<file path="src/rtl/us_sensor_pkg.sv">
// Shared definitions for the ultrasonic sensor path: state type and the
// distance/echo constants common with the measurement side.
package us_sensor_pkg;

  typedef enum logic [2:0] {
    ST_IDLE,
    ST_TRIG_HI,
    ST_BURST,
    ST_ECHO,
    ST_HOLDOFF
  } us_state_e;

  localparam int unsigned DEF_CYC_PER_CM  = 58;
  localparam int unsigned DEF_MAX_CM      = 400;
  localparam int unsigned DEF_TIMEOUT_CYC = 38000;

endpackage

</file>
<file path="src/rtl/us_pulse_qualifier.sv">
// Trigger front end: rising-edge detect and saturating high-width count,
// reporting accept / too_short when the pulse ends while tracked.
module us_pulse_qualifier #(
  parameter int unsigned TRIG_MIN_CYC = 10
) (
  input  logic clk,
  input  logic reset_n,
  input  logic clear,
  input  logic track,
  input  logic trig_in,
  output logic rise,
  output logic accept,
  output logic too_short
);

  localparam int unsigned WW = $clog2(TRIG_MIN_CYC + 1);

  logic          trig_d;
  logic [WW-1:0] width;

  assign rise      = trig_in & ~trig_d;
  assign accept    = track & ~trig_in & (width >= WW'(TRIG_MIN_CYC));
  assign too_short = track & ~trig_in & (width <  WW'(TRIG_MIN_CYC));

  // trig_d keeps tracking through a clear so a trigger held across
  // re-enable is not mistaken for a fresh edge.
  always_ff @(posedge clk or negedge reset_n) begin
    if (!reset_n) begin
      trig_d <= 1'b0;
      width  <= '0;
    end else begin
      trig_d <= trig_in;
      if (clear || !trig_in)
        width <= '0;
      else if (rise)
        width <= WW'(1);
      else if (width != '0 && width < WW'(TRIG_MIN_CYC))
        width <= width + WW'(1);
    end
  end

endmodule

</file>
<file path="src/rtl/ultrasonic_echo_responder.sv">
// HC-SR04-style transducer emulator: qualifies the trigger, waits the burst
// delay, then returns an echo whose width encodes the programmed distance.
module ultrasonic_echo_responder
  import us_sensor_pkg::*;
#(
  parameter int unsigned TRIG_MIN_CYC = 10,
  parameter int unsigned BURST_CYC    = 20,
  parameter int unsigned CYC_PER_CM   = DEF_CYC_PER_CM,
  parameter int unsigned DIST_W       = 9,
  parameter int unsigned MAX_CM       = DEF_MAX_CM,
  parameter int unsigned TIMEOUT_CYC  = DEF_TIMEOUT_CYC,
  parameter int unsigned HOLDOFF_CYC  = 100,
  parameter int unsigned CNT_W        = 16
) (
  input  logic              clk,
  input  logic              reset_n,
  input  logic              enable,
  input  logic              trig_in,
  input  logic [DIST_W-1:0] distance_cm,
  output logic              echo_out,
  output logic              busy,
  output logic              trig_err,
  output logic              meas_done
);

  if (TRIG_MIN_CYC < 1 || BURST_CYC < 1 || HOLDOFF_CYC < 1 || TIMEOUT_CYC < 1 ||
      longint'(MAX_CM) * longint'(CYC_PER_CM) >= (longint'(1) << CNT_W) ||
      longint'(TIMEOUT_CYC) >= (longint'(1) << CNT_W) ||
      longint'(BURST_CYC)   >= (longint'(1) << CNT_W) ||
      longint'(HOLDOFF_CYC) >= (longint'(1) << CNT_W)) begin : g_param_check
    $error("ultrasonic_echo_responder: parameters do not fit CNT_W");
  end

  us_state_e        state;
  logic [CNT_W-1:0] cnt;
  logic [CNT_W-1:0] echo_len;
  logic [CNT_W-1:0] echo_len_calc;
  logic             rise, accept, too_short;

  us_pulse_qualifier #(
    .TRIG_MIN_CYC(TRIG_MIN_CYC)
  ) u_qual (
    .clk      (clk),
    .reset_n  (reset_n),
    .clear    (~enable),
    .track    (state == ST_TRIG_HI),
    .trig_in  (trig_in),
    .rise     (rise),
    .accept   (accept),
    .too_short(too_short)
  );

  always_comb begin
    echo_len_calc = CNT_W'(TIMEOUT_CYC);
    if (distance_cm != '0 && 32'(distance_cm) <= MAX_CM)
      echo_len_calc = CNT_W'(distance_cm) * CNT_W'(CYC_PER_CM);
  end

  assign busy = (state != ST_IDLE);

  // One down-counter serves burst, echo and holdoff: each phase loads N-1
  // and advances when it reaches zero, giving exactly N cycles per phase.
  always_ff @(posedge clk or negedge reset_n) begin
    if (!reset_n) begin
      state     <= ST_IDLE;
      cnt       <= '0;
      echo_len  <= '0;
      echo_out  <= 1'b0;
      trig_err  <= 1'b0;
      meas_done <= 1'b0;
    end else begin
      trig_err  <= 1'b0;
      meas_done <= 1'b0;
      if (!enable) begin
        state    <= ST_IDLE;
        cnt      <= '0;
        echo_out <= 1'b0;
      end else begin
        case (state)
          ST_IDLE: begin
            if (rise) state <= ST_TRIG_HI;
          end
          ST_TRIG_HI: begin
            if (accept) begin
              echo_len <= echo_len_calc;
              cnt      <= CNT_W'(BURST_CYC - 1);
              state    <= ST_BURST;
            end else if (too_short) begin
              trig_err <= 1'b1;
              state    <= ST_IDLE;
            end
          end
          ST_BURST: begin
            if (cnt == '0) begin
              state    <= ST_ECHO;
              echo_out <= 1'b1;
              cnt      <= echo_len - CNT_W'(1);
            end else begin
              cnt <= cnt - CNT_W'(1);
            end
          end
          ST_ECHO: begin
            if (cnt == '0) begin
              state     <= ST_HOLDOFF;
              echo_out  <= 1'b0;
              meas_done <= 1'b1;
              cnt       <= CNT_W'(HOLDOFF_CYC - 1);
            end else begin
              cnt <= cnt - CNT_W'(1);
            end
          end
          ST_HOLDOFF: begin
            if (cnt == '0) state <= ST_IDLE;
            else           cnt   <= cnt - CNT_W'(1);
          end
          default: begin
            state    <= ST_IDLE;
            cnt      <= '0;
            echo_out <= 1'b0;
          end
        endcase
      end
    end
  end

endmodule

</file>
<file path="config.mk">
export PLATFORM = sky130hd
export DESIGN_NAME = ultrasonic_echo_responder
export DESIGN_NICKNAME = d
export VERILOG_FILES = /design/src/rtl/us_sensor_pkg.sv /design/src/rtl/us_pulse_qualifier.sv /design/src/rtl/ultrasonic_echo_responder.sv
export SDC_FILE = /design/constraint.sdc
export NUM_CORES = 1
export LEC_CHECK = 0
export CAP_MARGIN = 20
export CELL_PAD_IN_SITES_DETAIL_PLACEMENT = 1
export CELL_PAD_IN_SITES_GLOBAL_PLACEMENT = 2
export CORE_MARGIN = 1
export CORE_UTILIZATION = 30
export CTS_CLUSTER_DIAMETER = 150
export CTS_CLUSTER_SIZE = 28
export DETAILED_ROUTE_END_ITERATION = 10
export PLACE_DENSITY_LB_ADDON = 0.08
export RECOVER_POWER = 25
export SLEW_MARGIN = 20
export SYNTH_ARGS = -nofsm -noshare
export SYNTH_HDL_FRONTEND = slang
export SYNTH_SLANG_ARGS = --single-unit
export TNS_END_PERCENT = 20
</file>
<file path="constraint.sdc">
create_clock -name clk -period 2.1 [get_ports clk]
set_clock_uncertainty 0.1 [all_clocks]
set_input_delay 0.42 -clock clk [delete_from_list [all_inputs] [get_ports clk]]
set_output_delay 0.42 -clock clk [all_outputs]
set_load 0.02 [all_outputs]
</file>
==> run summary, run 1 <==
outcome: finished with violations
violated checks: setup timing
CTS tree: done
synth warn: 0
RSZ-0062 raised after global routing: true
Final nets: 629
clk buf depth: 2
type of the worst setup path: in2reg
final slew viol count: 0
storage element area: 0.00105 mm^2
Worst VDD drop: 285 uV
DRT antenna net count: 0
Tcrit/Tclk final: 1.52
WL final: 12.0 mm
arrival time of the worst setup path: 3.29 ns
switching pwr: 1.12 mW
relative slew slack: 0.167
Die ar.: 0.0129 mm^2
Post-Syn Nets: 496
IO Port Bufs: 16
clock power share: 0.256
row count: 40
Die H: 114 um
commonest non-fill, non-tap cells in the layout: buf_4 (114), dfrtp_1 (42), nor2_1 (41), nand2_1 (31), inv_1 (29)
layout cell share with drive strength beyond 1: 0.379
switching share of power: 0.346
CP Capture Type: flip-flop
Crit Path Max Fanout: 3
core area: 0.0121 mm^2
post-synthesis cell count: 428
crit-path cells: buf_8 > inv_6 > buf_6 > fa_1 > inv_2 > ha_4 > fa_1 > ha_4 > a211oi_4 > nor2_2 > o21a_1 > o41a_1 > xnor2_1 > o31ai_1
width of the die: 114 um
drt first-iter violations: 127
synth unique cells: 63
CTS root buffer: clkbuf_16
pin slew with the least headroom to its limit: 1.25 ns
Reg2Reg Launch Point: cnt[9]
count of final hold-check violations: 0
crit path time final: 3.19 ns
Worst setup SP type: input pin
vias in the first global route: 3952
CP max stage delay: 0.52 ns
first-pass GRT wire length: 20.1 mm
IO Count: 17
Final Worst Setup Slack: -1.09 ns
Post-synth EDFFs: 0
CP max stage cell: fa_1
most common cell after layout, fill and taps aside: buf_4
total gr overflow: 0
Placed Instances: 716
CTS Buf Count: 5
post-detail-place hpwl: 9.61 mm
Post-Syn Area: 0.00375 mm^2
WHS: 0.262 ns
CP required: 2.20 ns
GPL Wtd Cong: 0.868
number of detailed-route iterations in the first pass: 4
total stage count of the critical path: 14
largest net degree at the start of global routing: 24
synthesized flop and latch total: 42
final setup fails: 29
fraction of registers with async set/reset: 1.00
CP startpoint: distance_cm[3]
P_leak: 2.63 nW
Flop pwr share: 0.255
wire per inst: 16.4 um
Setup crit end: echo_len[11]
Final Non-Filler Cells: 730
Top FF cell, synth: dfrtp_1
WP buf/inv: 4
P_int: 2.11 mW
area grow syn2layout: 47.9%
worst-skew pair later-pin latency: 0.30 ns
multi-input logic area: 0.00282 mm^2
Core Util, Final: 0.458
Comb pwr share: 0.489
syn avg cell area: 8.76 um^2
Post-route DRC: 0
sequential area share after synthesis: 0.280
Max Freq: 313 MHz
CTS Sinks: 42
clock transition at the registers of the reported paths: 0.07 ns
Hold Crit Class: in2async
Pwr Total: 3.23 mW
r2r setup slk: -0.27 ns
Starting Density: 0.309
FF-to-FF path depth: 7
H-tree levels: 2
Pwr Density: 582 mW/mm^2
# fillers: 1435
Setup WS pre-CTS: -1.93 ns
worst r2r dst: cnt[12]
Top Family by Delay on Critical Path: adder cells
# diodes: 0
maxcap violations: 0
via count: 3632
vias per cell: 4.98
initial antenna violation count: 0
GRT Total Usage: 0.203
stage by stage:
stage | area (um^2) | TNS [ns]
after floorplan | 3800 | -11.59
after global routing | 5540 | -13.10
final | 5540 | -10.16
after CTS | 5430 | -11.95
after detailed placement | 5010 | -22.87
after global placement | 5010 | -21.29
sequential cells by signal, indices dropped and copies added (netlist names):
name and count:
echo_out 1, cnt 16, u_qual.trig_d 1, state 3, meas_done 1, echo_len 15, trig_err 1, u_qual.width 4
cell families (layout without fill, tap and decap cells):
kind of cell	after synthesis	in the layout	synth area share
xor+xnor	24	24	0.0561
buf+inv	59	193	0.0628
fa+ha+maj	55	55	0.210
mux	1	1	0.00267
compound gates	97	97	0.176
flops	42	42	0.280
simple gates	150	150	0.212
routing by layer:
metal  global-route usage  vias up  wire [um]
li1                     -     1780          -
met1                0.274     1801       5910
met2                0.326       37       5560
met3               0.0308       14        257
met4               0.0781        0        255
met5                    0        -          0
worst register-to-register path: stages (launching register included):
cell	delay (ns)
dfrtp_1	0.37
or4_4	0.54
or3_4	0.38
nor4_4	0.27
nor3b_4	0.26
buf_6	0.15
a22oi_1	0.08
o21ai_1	0.14
synthesized netlist by cell type (3+ instances only):
| cell | number | area, um^2 |
|---|---|---|
| a211oi_1 | 3 | 22.5 |
| a31oi_1 | 6 | 37.5 |
| o21a_1 | 3 | 22.5 |
| xor2_1 | 10 | 87.6 |
| nor3_1 | 13 | 65.1 |
| o22ai_1 | 8 | 50.1 |
| fa_1 | 13 | 260 |
| nor2b_1 | 4 | 25.0 |
| ha_1 | 42 | 526 |
| nor4_1 | 4 | 25.0 |
| a21oi_1 | 18 | 90.1 |
| nand2b_1 | 5 | 31.3 |
| o31ai_1 | 5 | 37.5 |
| o41ai_1 | 3 | 26.3 |
| o21ai_0 | 15 | 75.1 |
| or4_1 | 3 | 22.5 |
| nand4_1 | 4 | 25.0 |
| inv_1 | 47 | 176 |
| a21o_1 | 5 | 37.5 |
| xnor2_1 | 14 | 123 |
| nor2_1 | 45 | 169 |
| or3_1 | 3 | 18.8 |
| nand2_1 | 33 | 124 |
| o21ai_1 | 5 | 25.0 |
| dfrtp_1 | 42 | 1050 |
| a22o_1 | 4 | 35.0 |
| clkbuf_1 | 8 | 30.0 |
| o211ai_1 | 3 | 22.5 |
| nand3_1 | 14 | 70.1 |
| o311ai_0 | 3 | 26.3 |
power groups by stage:
stage | Clock, mW | Combinational (mW) | Sequential [mW]
floorplan | 0 | 0.697 | 0.836
global placement | 0 | 1.18 | 0.839
detailed placement | 0 | 1.19 | 0.839
CTS | 0.855 | 1.44 | 0.823
global route | 0.892 | 1.74 | 0.824
finish | 0.827 | 1.58 | 0.823
layout make-up:
| type | count | area share |
|---|---|---|
| Multi-Input combinational cell | 327 | 0.508 |
| Clock buffer | 7 | 0.0257 |
| Inverter | 47 | 0.0348 |
| Timing Repair Buffer | 138 | 0.203 |
| Clock inverter | 1 | 0.000903 |
| Sequential cell | 42 | 0.190 |
| Tap cell | 168 | 0.0379 |
worst min-delay path by stage:
stage / end / slack [ns] / cells after the start
6_report: cnt[3] / 0.26 / 1
5_1_grt: cnt[3] / 0.38 / 1
4_1_cts: cnt[3] / 0.003 / 1
3_5_place_dp: cnt[3] / 0.33 / 1
3_3_place_gp: cnt[3] / 0.33 / 1
2_1_floorplan: cnt[0] / 0.02 / 0
timing repair:
action                                  CTS  global route
hold buffers                              0             0
gates resized for setup                  76            44
cloned                                    0             0
endpoints found under the setup margin   31            32
buffers inserted                          8             3
pin swaps                                29            32
Power figures use the tool's default switching activity.
==> inputs of run 2 (changes only) <==
--- a/config.mk
+++ b/config.mk
@@ -8,7 +8,7 @@
 export CAP_MARGIN = 20
 export CELL_PAD_IN_SITES_DETAIL_PLACEMENT = 1
 export CELL_PAD_IN_SITES_GLOBAL_PLACEMENT = 2
-export CORE_MARGIN = 1
+export CORE_MARGIN = 2
 export CORE_UTILIZATION = 30
 export CTS_CLUSTER_DIAMETER = 150
 export CTS_CLUSTER_SIZE = 28
==> run 2 against run 1 <==
Critical path type unchanged. Design area is 0.81% higher. Global-route usage is 1.4 points lower. Total power is 0.23% higher. The run still ends with setup timing left. Sequential power hardly changed.
==> run summary, run 2 (synthesized netlist as in run 1, its figures left out) <==
r2r setup slk: -0.27 ns
CP Capture Type: flip-flop
IO Port Bufs: 16
area grow syn2layout: 49.1%
most common cell after layout, fill and taps aside: buf_4
arrival time of the worst setup path: 3.28 ns
clk buf depth: 2
GRT Total Usage: 0.189
layout cell share with drive strength beyond 1: 0.384
CTS tree: done
Regs by FF count: cnt: 16 flops, echo_len: 15 flops, u_qual.width: 4 flops
Final nets: 634
Worst VDD drop: 285 uV
worst-skew pair later-pin latency: 0.29 ns
H-tree levels: 2
Final Worst Setup Slack: -1.09 ns
FF-to-FF path depth: 7
Pwr Total: 3.23 mW
relative slew slack: 0.134
WL final: 11.8 mm
CTS root buffer: clkbuf_16
RSZ-0062 raised after global routing: true
Max Freq: 314 MHz
Setup TNS: -10.88 ns
vias in the first global route: 3902
final setup fails: 28
DRT antenna net count: 0
drt first-iter violations: 92
# diodes: 0
CP max stage cell: fa_2
CP dominant cell by count: ha_4
wire per inst: 16.1 um
outcome: finished with violations
Worst setup SP type: input pin
violated checks: setup timing
vias per cell: 4.97
Setup WS pre-CTS: -1.93 ns
commonest non-fill, non-tap cells in the layout: buf_4 (117), dfrtp_1 (42), nor2_1 (39), inv_1 (34)
total gr overflow: 0
worst r2r dst: cnt[12]
final slew viol count: 0
CP max stage delay: 0.56 ns
Placed Area: 0.00503 mm^2
Placed Instances: 719
row count: 40
crit-path cells: buf_8 > inv_6 > buf_6 > fa_1 > inv_2 > ha_4 > fa_2 > ha_4 > o21ai_4 > nor2_2 > o21a_1 > o41a_1 > xnor2_1 > o31ai_1
IO Count: 17
first-pass GRT wire length: 19.8 mm
via count: 3656
clock transition at the registers of the reported paths: 0.07 ns
final instance area: 0.00559 mm^2
type of the worst setup path: in2reg
Top Family by Delay on Critical Path: adder cells
post-detail-place hpwl: 9.57 mm
P_leak: 2.68 nW
Largest register FFs: 16
GPL Wtd Cong: 0.827
largest net degree at the start of global routing: 24
CP required: 2.19 ns
Die H: 116 um
initial antenna violation count: 0
CTS Sinks: 42
count of final hold-check violations: 0
width of the die: 116 um
largest reg by FF count: cnt
Starting Density: 0.309
Post-route DRC: 0
Pwr Density: 579 mW/mm^2
Final Non-Filler Cells: 735
Crit Path Max Fanout: 3
Hold Crit Class: in2async
Tcrit/Tclk final: 1.52
Reg2Reg Launch Point: cnt[9]
WP buf/inv: 4
Die ar.: 0.0134 mm^2
pin slew with the least headroom to its limit: 1.30 ns
crit path time final: 3.19 ns
CTS Buf Count: 5
maxcap violations: 0
number of detailed-route iterations in the first pass: 4
core area: 0.0121 mm^2
-- run 2: cell count changes in the layout (fill, tap and decap cells not counted), moves of 3 or more --
cell | before | now
buf_4 | 114 | 117
inv_1 | 29 | 34
a21oi_1 | 14 | 11
a21oi_2 | 3 | 6
ha_4 | 14 | 11
inv_2 | 13 | 9
ha_1 | 28 | 31
-- run 2: cell type report --
class	count	area, um^2
clock buffer	7	143
clock inverter	1	5.00
fill	1425	6520
inverter	47	190
multi-input combinational	327	2830
sequential	42	1050
tap	168	210
timing repair buffer	143	1160
-- run 2: worst max-delay path by stage --
stage,startpoint,endpoint,slack [ns],cells after the start
3_5_place_dp,distance_cm[2],echo_len[11],-1.93,13
6_report,distance_cm[3],echo_len[11],-1.09,14
2_1_floorplan,distance_cm[4],echo_len[13],-1.28,15
5_1_grt,distance_cm[2],echo_len[11],-1.25,15
3_3_place_gp,distance_cm[2],echo_len[13],-1.87,15
4_1_cts,distance_cm[3],echo_len[13],-1.20,15
-- run 2: repair_timing --
| action | in CTS | in global routing |
|---|---|---|
| setup buffers | 8 | 2 |
| setup endpoints to repair | 33 | 36 |
| resized for setup | 81 | 37 |
| hold buffers | 0 | 0 |
| pin swaps | 40 | 28 |
-- run 2: metal layers --
layer	wire length, um	vias to the layer above	GRT usage
li1	-	1789	-
met1	5950	1823	0.267
met2	5490	36	0.306
met3	230	8	0.0241
met4	171	0	0.0484
met5	0	-	0
-- run 2: power breakdown --
group	switching, mW	internal (mW)	total [mW]
clock network	0.340	0.473	0.813
registers	0.00686	0.816	0.823
logic	0.763	0.837	1.60
-- run 2: per-stage QoR --
| step | hold WS, ns | utilization |
|---|---|---|
| after CTS | 0.0125 | 0.450 |
| after global placement | 0.324 | 0.416 |
| after global routing | 0.378 | 0.461 |
| after detailed placement | 0.329 | 0.416 |
| final | 0.293 | 0.461 |
| after floorplan | 0.0244 | - |
-- run 2: worst register-to-register path: stages (launching register included) --
cell and delay (ns):
dfrtp_1 0.38, or4_4 0.54, or3_4 0.38, nor4_4 0.24
nor3b_4 0.26, buf_6 0.16, a22oi_1 0.09, o21ai_1 0.14
==> inputs of run 3 (changes only) <==
--- a/config.mk
+++ b/config.mk
@@ -5,6 +5,7 @@
 export SDC_FILE = /design/constraint.sdc
 export NUM_CORES = 1
 export LEC_CHECK = 0
+export ABC_AREA = 1
 export CAP_MARGIN = 20
 export CELL_PAD_IN_SITES_DETAIL_PLACEMENT = 1
 export CELL_PAD_IN_SITES_GLOBAL_PLACEMENT = 2
==> constraint.sdc (replaced) <==
create_clock -name clk -period 2.9 [get_ports clk]
set_clock_uncertainty 0.1 [all_clocks]
set_input_delay 0.58 -clock clk [delete_from_list [all_inputs] [get_ports clk]]
set_output_delay 0.58 -clock clk [all_outputs]
set_load 0.02 [all_outputs]
==> run 3 against run 2 <==
The run still ends with setup timing left. Clock power fell by 7.6%. First-iteration DRC count grew 32%. Synthesized cell count up 43%. Synthesized area is 13% higher. Critical endpoint is now echo_len[13]. Largest power group unchanged.
==> run summary, run 3 <==
IO Port Bufs: 16
final setup fails: 8
Flop pwr share: 0.219
GRT Total Usage: 0.183
type of the worst setup path: in2reg
worst-skew pair later-pin latency: 0.30 ns
Placed Instances: 843
switching share of power: 0.393
CTS tree: done
WP buf/inv: 5
largest net degree at the start of global routing: 30
Synth Area in Adders: 0.185
row count: 43
core area: 0.0138 mm^2
Final Worst Setup Slack: -0.147 ns
IO Count: 17
final slew viol count: 0
simple-gate area share of the yosys netlist: 0.355
most common cell in the netlist: nand2_1
CP required: 2.98 ns
Pwr Total: 2.80 mW
Core Util, Final: 0.387
Synth Area in Compound Gates: 0.0834
violated checks: setup timing
Final nets: 741
outcome: finished with violations
clk buf depth: 2
total stage count of the critical path: 16
sequential area share after synthesis: 0.248
Comb pwr share: 0.513
total gr overflow: 0
Pwr Density: 524 mW/mm^2
crit path time final: 3.05 ns
Setup TNS: -0.895 ns
vias in the first global route: 4342
FF-to-FF path depth: 13
Top FF cell, synth: dfrtp_1
CTS Sinks: 42
CTS root buffer: clkbuf_16
Setup WS pre-CTS: -1.03 ns
WL final: 12.6 mm
# fillers: 1747
layout cell share with drive strength beyond 1: 0.203
maxcap violations: 0
multi-input logic area: 0.00304 mm^2
RSZ-0062 raised after global routing: true
Crit Path Max Fanout: 4
Hold Crit Class: in2async
crit-path cells: buf_8 > clkinvlp_4 > fa_1 > inv_2 > ha_4 > inv_2 > fa_1 > inv_2 > ha_4 > nand2_4 > nor3_4 > nand3_2 > nand3_2 > nand2_1 > nand2_1 > o21ai_2
Max Freq: 328 MHz
Post-Syn Nets: 682
Synth top area share: 0.248
# diodes: 0
Post-Syn Area: 0.00424 mm^2
synth top area cells: dfrtp_1 (25%), nand2_1 (17%), ha_1 (12%), inv_1 (8.5%), fa_1 (6.1%)
Worst VDD drop: 252 uV
switching pwr: 1.10 mW
pin slew with the least headroom to its limit: 0.891 ns
most common cell after layout, fill and taps aside: nand2_1
commonest non-fill, non-tap cells in the layout: nand2_1 (181), inv_1 (81), nor2_1 (55), dfrtp_1 (42), nand3_1 (41)
wire per inst: 14.7 um
Worst setup SP type: input pin
count of final hold-check violations: 0
CP dominant cell by count: inv_2
Post-Synth XOR/XNOR Area: 0.0310
drt first-iter violations: 121
Die ar.: 0.0151 mm^2
Final Non-Filler Cells: 854
Largest register FFs: 16
area grow syn2layout: 26.1%
largest reg by FF count: cnt
WHS: 0.274 ns
clock transition at the registers of the reported paths: 0.07 ns
P_leak: 2.82 nW
CTS Buf Count: 5
synthesized flop and latch total: 42
P_int: 1.70 mW
fraction of registers with async set/reset: 1.00
synth unique cells: 37
final instance area: 0.00535 mm^2
Placed Area: 0.00494 mm^2
post-synthesis mux area share: 0
vias per cell: 4.71
CP max stage delay: 0.54 ns
post-synth top area cell: dfrtp_1
largest family of logic cells by synthesized area: simple AND/OR/NAND/NOR gates
initial antenna violation count: 0
width of the die: 123 um
DRT antenna net count: 0
Post-synth EDFFs: 0
cts hold-fix bufs: 0
Top Family by Delay on Critical Path: adder cells
number of detailed-route iterations in the first pass: 4
Die H: 123 um
Starting Density: 0.307
post-detail-place hpwl: 10.5 mm
CP Capture Type: flip-flop
clock power share: 0.268
storage element area: 0.00105 mm^2
first-pass GRT wire length: 21.4 mm
CP max stage cell: fa_1
syn avg cell area: 6.91 um^2
arrival time of the worst setup path: 3.13 ns
Post-route DRC: 0
H-tree levels: 2
via count: 4021
post-synthesis cell count: 614
Tcrit/Tclk final: 1.05
relative slew slack: 0.406
Post-synth top cells: nand2_1 (191), inv_1 (96), nor2_1 (58)
Regs by FF count: cnt: 16 flops, echo_len: 15 flops, u_qual.width: 4 flops
synth warn: 0
GPL Wtd Cong: 0.869
-- run 3: power groups by stage --
stage                     sequential (mW)  clock (mW)  combinational (mW)
after CTS                           0.613       0.779                1.39
final                               0.613       0.751                1.44
after floorplan                     0.622           0               0.819
after global placement              0.624           0                1.21
after detailed placement            0.624           0                1.22
after global routing                0.615       0.802                1.61
-- run 3: logic make-up after synthesis --
kind of cell | count (synthesis)
flip-flops | 42
XOR/XNOR | 15
buffers and inverters | 105
AO/OA/AOI/OAI | 62
adder cells (fa/ha/maj) | 55
AND/OR/NAND/NOR | 335
-- run 3: what timing repair did --
action	4_1_cts	5_1_grt
gates resized for setup	62	21
pin swaps	29	12
setup buffers	2	1
gates cloned	0	0
setup endpoints to repair	9	8
-- run 3: cell type report --
class,count,area share
multi-input combinational,467,0.568
sequential,42,0.196
timing repair buffer,55,0.0830
inverter,102,0.0739
tap,180,0.0421
clock buffer,5,0.0234
clock inverter,3,0.0129
-- run 3: worst paths after layout --
check | startpoint | endpoint | slack (ns)
hold reg to reg | cnt[1] | cnt[1] | 0.39
min in group clk | cnt[1] | cnt[1] | 0.39
setup / recovery | distance_cm[4] | echo_len[13] | -0.15
hold / removal | reset_n | cnt[2] | 0.27
setup reg to reg | cnt[0] | cnt[11] | 0.71
max in group asynchronous | reset_n | echo_len[14] | 1.17
-- run 3: layer usage --
layer  global-route usage  share of wire  vias to the layer above  wire, um
li1                     -              -                     2050         -
met1                0.214           0.44                     1919      5530
met2                0.336           0.52                       33      6510
met3               0.0272          0.016                       19       199
met4               0.0704          0.025                        0       313
met5                    0              0                        -         0
==> edit 1: new RTL, config.mk and constraints of run 3 <==
Change the parameter `DIST_W` from 9 to 10.
--- a/src/rtl/ultrasonic_echo_responder.sv
+++ b/src/rtl/ultrasonic_echo_responder.sv
@@ -6,7 +6,7 @@
   parameter int unsigned TRIG_MIN_CYC = 10,
   parameter int unsigned BURST_CYC    = 20,
   parameter int unsigned CYC_PER_CM   = DEF_CYC_PER_CM,
-  parameter int unsigned DIST_W       = 9,
+  parameter int unsigned DIST_W       = 10,
   parameter int unsigned MAX_CM       = DEF_MAX_CM,
   parameter int unsigned TIMEOUT_CYC  = DEF_TIMEOUT_CYC,
   parameter int unsigned HOLDOFF_CYC  = 100,
Ports: changed (resized distance_cm); port bits go from 17 to 18. No check against the original RTL was run, so the function may have changed too.
==> edit 1 against run 3 <==
The flow still finishes with violations (setup timing); routed wire length is 0.79% lower; area after synthesis shrank 1.9%; sequential cell count did not move; critical path depth is the same; cell area fell by 1.4%; first-iteration DRC count grew 33%; setup slack worse by 70 ps; total power decreased by 0.35%; die area shrank 1.8%; synthesized cell count down 2.3%.
==> edit 1: results (changes against run 3) <==
Run status
  • Status: finished with violations
  • Failing checks: setup timing

Pwr
  • Pleak: 2.78 nW (-1.4%)
  • Maximum VDD drop: 0.000287 V (+14%)

Global route
  • First-pass GRT wire length: 21.9 mm (+2.4%)
  • Number of global-route vias before repair: 4,528 (+4.3%)
  • GRT Overall Usage: 0.185 (+0.00188)
  • Largest net degree at the start of global routing: 24 (-20%)

Critical path
  • Reg2reg end: cnt[7]$_DFFE_PN0P_
  • Critical Path Sink Type: flop
  • Worst path max stage delay: 510 ps (-30 ps)
  • CP max-delay cell: fa_1
  • CP Max Fanout: 4 (unchanged)
  • Critical Path Start: distance_cm[5]
  • Reg-to-reg setup timing slack: 870 ps (+160 ps)
  • CP arrival: 3200 ps (+70 ps)
  • FF-to-FF path depth: 8 (-5)
  • Worst reg2reg path startpoint: state[0]$_DFFE_PN0P_

Place
  • Pre-CTS setup slack: -1160 ps (-126 ps)
  • Gpl congestion: 0.810 (-6.7%)
  • HPWL after detailed placement: 10.4 mm (-0.11%)
  • Placed Instances: 842 (-0.12%)
  • I/O Buffers: 17 (+1)
  • Dpl cell area: 4970 um2 (+0.48%)

Clock network
  • Root buf cell: clkbuf_16
  • Number of H-tree levels: 2 (unchanged)
  • Clock buffer count from CTS: 5 (unchanged)

STA
  • Fin worst setup slack: -216 ps (-69.9 ps)
  • Final number of setup-violating endpoints: 8 (unchanged)
  • Rel. slew slack: 0.220 (-0.186)
  • Total Neg Setup Slack: -1270 ps (-375 ps)
  • Worst hold slack: 396 ps (+122 ps)

Hold path
  • Hold path depth: 2
  • WHS Endpoint: echo_out$_DFFE_PN0P_
  • HP Start: echo_out$_DFFE_PN0P_
  • Worst Hold Class: reg2reg

Synthesis
  • Synth area leaders: dfrtp_1 25%, nand2_1 16%, ha_1 14%
  • Avg Inst Size Synth: 6.94 um2 (+0.40%)
  • Register area share after synthesis: 0.252 (+0.00476)
  • Net count after synthesis: 675 (-1.0%)
  • Synth top cells by count: 182 x nand2_1, 100 x inv_1, 59 x nor2_1, 47 x nand3_1, 46 x ha_1
  • Ys async rst share: 1.00 (unchanged)
  • Distinct cells, synth: 33 (-11%)

Cells and area
  • Filler cells: 1,767 (+1.1%)
  • Non-Filler Instances: 854 (unchanged)
  • Layout cell share with drive strength beyond 1: 0.169 (-0.0341)
  • Nets: 749 (+1.1%)
  • N_diodes: 0 (unchanged)
  • Largest registers: cnt (16), echo_len (15), u_qual.width (4)

Detailed routing
  • Vias per cell: 4.74 (+0.65%)
  • Initial DRC Count: 161 (+33%)
  • Drt first pass iters: 4 (unchanged)
  • Routed wire per std cell: 14.6 um (-0.79%)
==> edit 1: final cells by class <==
class                      count  share of cell area
sequential                    42               0.199
tap                          180              0.0427
clock buffer                   7              0.0251
inverter                     103              0.0754
timing repair buffer          70               0.105
multi-input combinational    452               0.553
==> edit 1: cells by family after synthesis <==
logic type | after synthesis | share of synthesized area
xor+xnor | 15 | 0.0316
buf+inv | 106 | 0.0986
simple gates | 309 | 0.317
compound gates | 67 | 0.0904
fa+ha+maj | 61 | 0.210
flops | 42 | 0.252
==> edit 1: power breakdown <==
group,leakage [nW],total (mW),internal (mW),switching [mW]
sequential,0.514,0.626,0.604,0.0219
clock,0.0640,0.549,0.316,0.233
combinational,2.21,1.62,0.695,0.924
==> edit 1: timing repair <==
item / CTS / global route
endpoints found under the hold margin: 0 / 0
pin swaps: 20 / 6
hold buffers: 0 / 0
setup endpoints to repair: 10 / 10
gates cloned: 0 / 0
gates resized for setup: 65 / 6
setup buffers: 4 / 1
==> edit 1: per-layer routing <==
layer	up-vias	track usage	wire length [um]
met5	-	0	0
met4	0	0.0517	223
met3	16	0.0164	129
met2	26	0.360	6630
met1	1963	0.214	5470
li1	2042	-	-
==> edit 1: stage by stage <==
step | utilization | power (mW)
after floorplan | - | 1.55
after global placement | 0.362 | 2.06
after detailed placement | 0.362 | 2.07
after CTS | 0.384 | 2.82
after global routing | 0.385 | 3.05
final | 0.385 | 2.79
==> edit 1: critical path, delay by kind of cell <==
| family | cells | cell delay [ps] |
|---|---|---|
| buffers and inverters | 5 | 330 |
| adders and majority gates | 4 | 1550 |
| and+or+nand+nor | 5 | 350 |
| AOI/OAI and AO/OA | 2 | 390 |
==> edit 2: new RTL, config.mk and constraints of run 3 <==
Made on the original files. Register the inputs `enable`, `trig_in` and `distance_cm` before use, without a reset. The logic sees them one clock later.
--- a/src/rtl/ultrasonic_echo_responder.sv
+++ b/src/rtl/ultrasonic_echo_responder.sv
@@ -23,6 +23,16 @@
   output logic              meas_done
 );
 
+  logic enable_q;
+  logic trig_q;
+  logic [DIST_W-1:0] distance_cm_q;
+
+  always_ff @(posedge clk) begin
+    enable_q      <= enable;
+    trig_q        <= trig_in;
+    distance_cm_q <= distance_cm;
+  end
+
   if (TRIG_MIN_CYC < 1 || BURST_CYC < 1 || HOLDOFF_CYC < 1 || TIMEOUT_CYC < 1 ||
       longint'(MAX_CM) * longint'(CYC_PER_CM) >= (longint'(1) << CNT_W) ||
       longint'(TIMEOUT_CYC) >= (longint'(1) << CNT_W) ||
@@ -42,9 +52,9 @@
   ) u_qual (
     .clk      (clk),
     .reset_n  (reset_n),
-    .clear    (~enable),
+    .clear    (~enable_q),
     .track    (state == ST_TRIG_HI),
-    .trig_in  (trig_in),
+    .trig_in  (trig_q),
     .rise     (rise),
     .accept   (accept),
     .too_short(too_short)
@@ -52,8 +62,8 @@
 
   always_comb begin
     echo_len_calc = CNT_W'(TIMEOUT_CYC);
-    if (distance_cm != '0 && 32'(distance_cm) <= MAX_CM)
-      echo_len_calc = CNT_W'(distance_cm) * CNT_W'(CYC_PER_CM);
+    if (distance_cm_q != '0 && 32'(distance_cm_q) <= MAX_CM)
+      echo_len_calc = CNT_W'(distance_cm_q) * CNT_W'(CYC_PER_CM);
   end
 
   assign busy = (state != ST_IDLE);
@@ -71,7 +81,7 @@
     end else begin
       trig_err  <= 1'b0;
       meas_done <= 1'b0;
-      if (!enable) begin
+      if (!enable_q) begin
         state    <= ST_IDLE;
         cnt      <= '0;
         echo_out <= 1'b0;
Check against the original RTL: not equivalent (Yosys sat finds a counterexample within 4 cycles, from zero or initial values and one cycle with reset_n low).
==> edit 2 against run 3 <==
The run still ends with setup timing left; core utilization shrank 1.3 points; critical path depth down 1; area after synthesis increased by 0.38%; total power grew 6.8%; routed wire length fell by 5.1%; combinational power increased by 8%; non-clock buffer count is 10 lower; die area increased by 0.37%; sequential share of layout area is 5.1 points higher; sequential cell count increased by 11; setup slack improved by 67 ps; sequential power rose by 33%; largest power group unchanged; cell area is 3.0% lower; largest cell class unchanged; critical endpoint is now echo_len[14]$_DFFE_PN0P_.
==> edit 2: results (changes against run 3) <==
STA
  • Final number of setup-violating endpoints: 4 (-4)
  • Fin worst setup slack: -79.8 ps (+66.8 ps)
  • Worst hold slack: 153 ps (-121 ps)
  • Worst slew pin tran: 991 ps (+100 ps)

Detailed routing
  • Post-route met1 wirelength: 5.38 mm (-2.7%)
  • Drt first pass iters: 4 (unchanged)
  • WL met2: 6.19 mm (-4.8%)
  • Routed wire per std cell: 14.8 um (+0.64%)
  • Routed vias: 3,697 (-8.1%)
  • Initial DRC Count: 115 (-5.0%)

Cells and area
  • Layout cell share with drive strength beyond 1: 0.182 (-0.0209)
  • Nets: 692 (-6.6%)
  • Largest registers: cnt (16), echo_len (15), distance_cm_q (9)
  • Filler cells: 1,697 (-2.9%)
  • Non-Filler Instances: 805 (-5.7%)

Place
  • Placed Instances: 797 (-5.5%)
  • HPWL after detailed placement: 9.67 mm (-7.5%)
  • Gpl congestion: 0.764 (-12%)

Global route
  • GRT Overall Usage: 0.173 (-0.0102)
  • First-pass GRT wire length: 20.4 mm (-4.7%)
  • Number of global-route vias before repair: 4,079 (-6.1%)
  • Largest net degree at the start of global routing: 19 (-37%)
  • Initial antenna violation count: 0 (unchanged)
  • Met1 usage: 0.214 (+0.000514)
  • Met3 global-route usage: 0.0249 (-0.00231)

Synthesis
  • Register area share after synthesis: 0.298 (+0.0507)
  • Synth area leaders: dfrtp_1 25%, nand2_1 13%, ha_1 12%
  • Distinct cells, synth: 37 (unchanged)
  • Synth top cells by count: 153 x nand2_1, 91 x inv_1, 54 x nor2_1, 43 x nand3_1
  • Ys async rst share: 0.792 (-0.208)
  • Cells after Synth: 577 (-6.0%)
  • Net count after synthesis: 645 (-5.4%)

Pwr
  • Sw Share: 0.427 (+0.0334)
  • Maximum VDD drop: 0.000307 V (+22%)
  • Seq pwr: 0.816 mW (+33%)
  • Pleak: 2.73 nW (-3.4%)
  • Comb pwr: 1.55 mW (+8%)

Run status
  • Failing checks: setup timing
  • Status: finished with violations

Clock network
  • Post-CTS Setup Inserts: 0 (-2)
  • CTS resizes: 25 (-60%)
  • Worst-Skew Late Latency: 300 ps (about the same)

Critical path
  • FF-to-FF path depth: 15 (+2)
  • Reg2reg end: echo_len[14]$_DFFE_PN0P_
  • CP arrival: 3070 ps (-60 ps)
  • Worst reg2reg path startpoint: distance_cm_q[4]$_DFF_P_
  • Setup CP Type: reg2reg
==> edit 2: logic make-up after synthesis <==
| group | count (synthesis) | synth area share |
|---|---|---|
| fa+ha+maj | 55 | 0.184 |
| flops | 53 | 0.298 |
| compound gates | 63 | 0.0805 |
| simple gates | 283 | 0.300 |
| buf+inv | 103 | 0.0960 |
| xor+xnor | 20 | 0.0411 |
==> edit 2: per-stage QoR <==
stage | total power, mW | cell area, um2 | worst slack, ps | setup TNS (ps)
after CTS | 2.98 | 5120 | -76.6 | -431
after detailed placement | 2.21 | 4860 | -230 | -1590
final | 2.99 | 5190 | -79.8 | -166
after floorplan | 1.76 | 4300 | -6.47 | -6.47
after global routing | 3.27 | 5190 | -279 | -1470
after global placement | 2.20 | 4860 | -186 | -1110
==> edit 2: area by class of cell <==
type | count | share of cell area
repair buffers | 45 | 0.0709
flip-flops and latches | 53 | 0.247
inverters | 98 | 0.0723
multi-input cells | 421 | 0.538
clock inverters | 3 | 0.00482
clock buffers | 5 | 0.0241
well taps | 180 | 0.0434
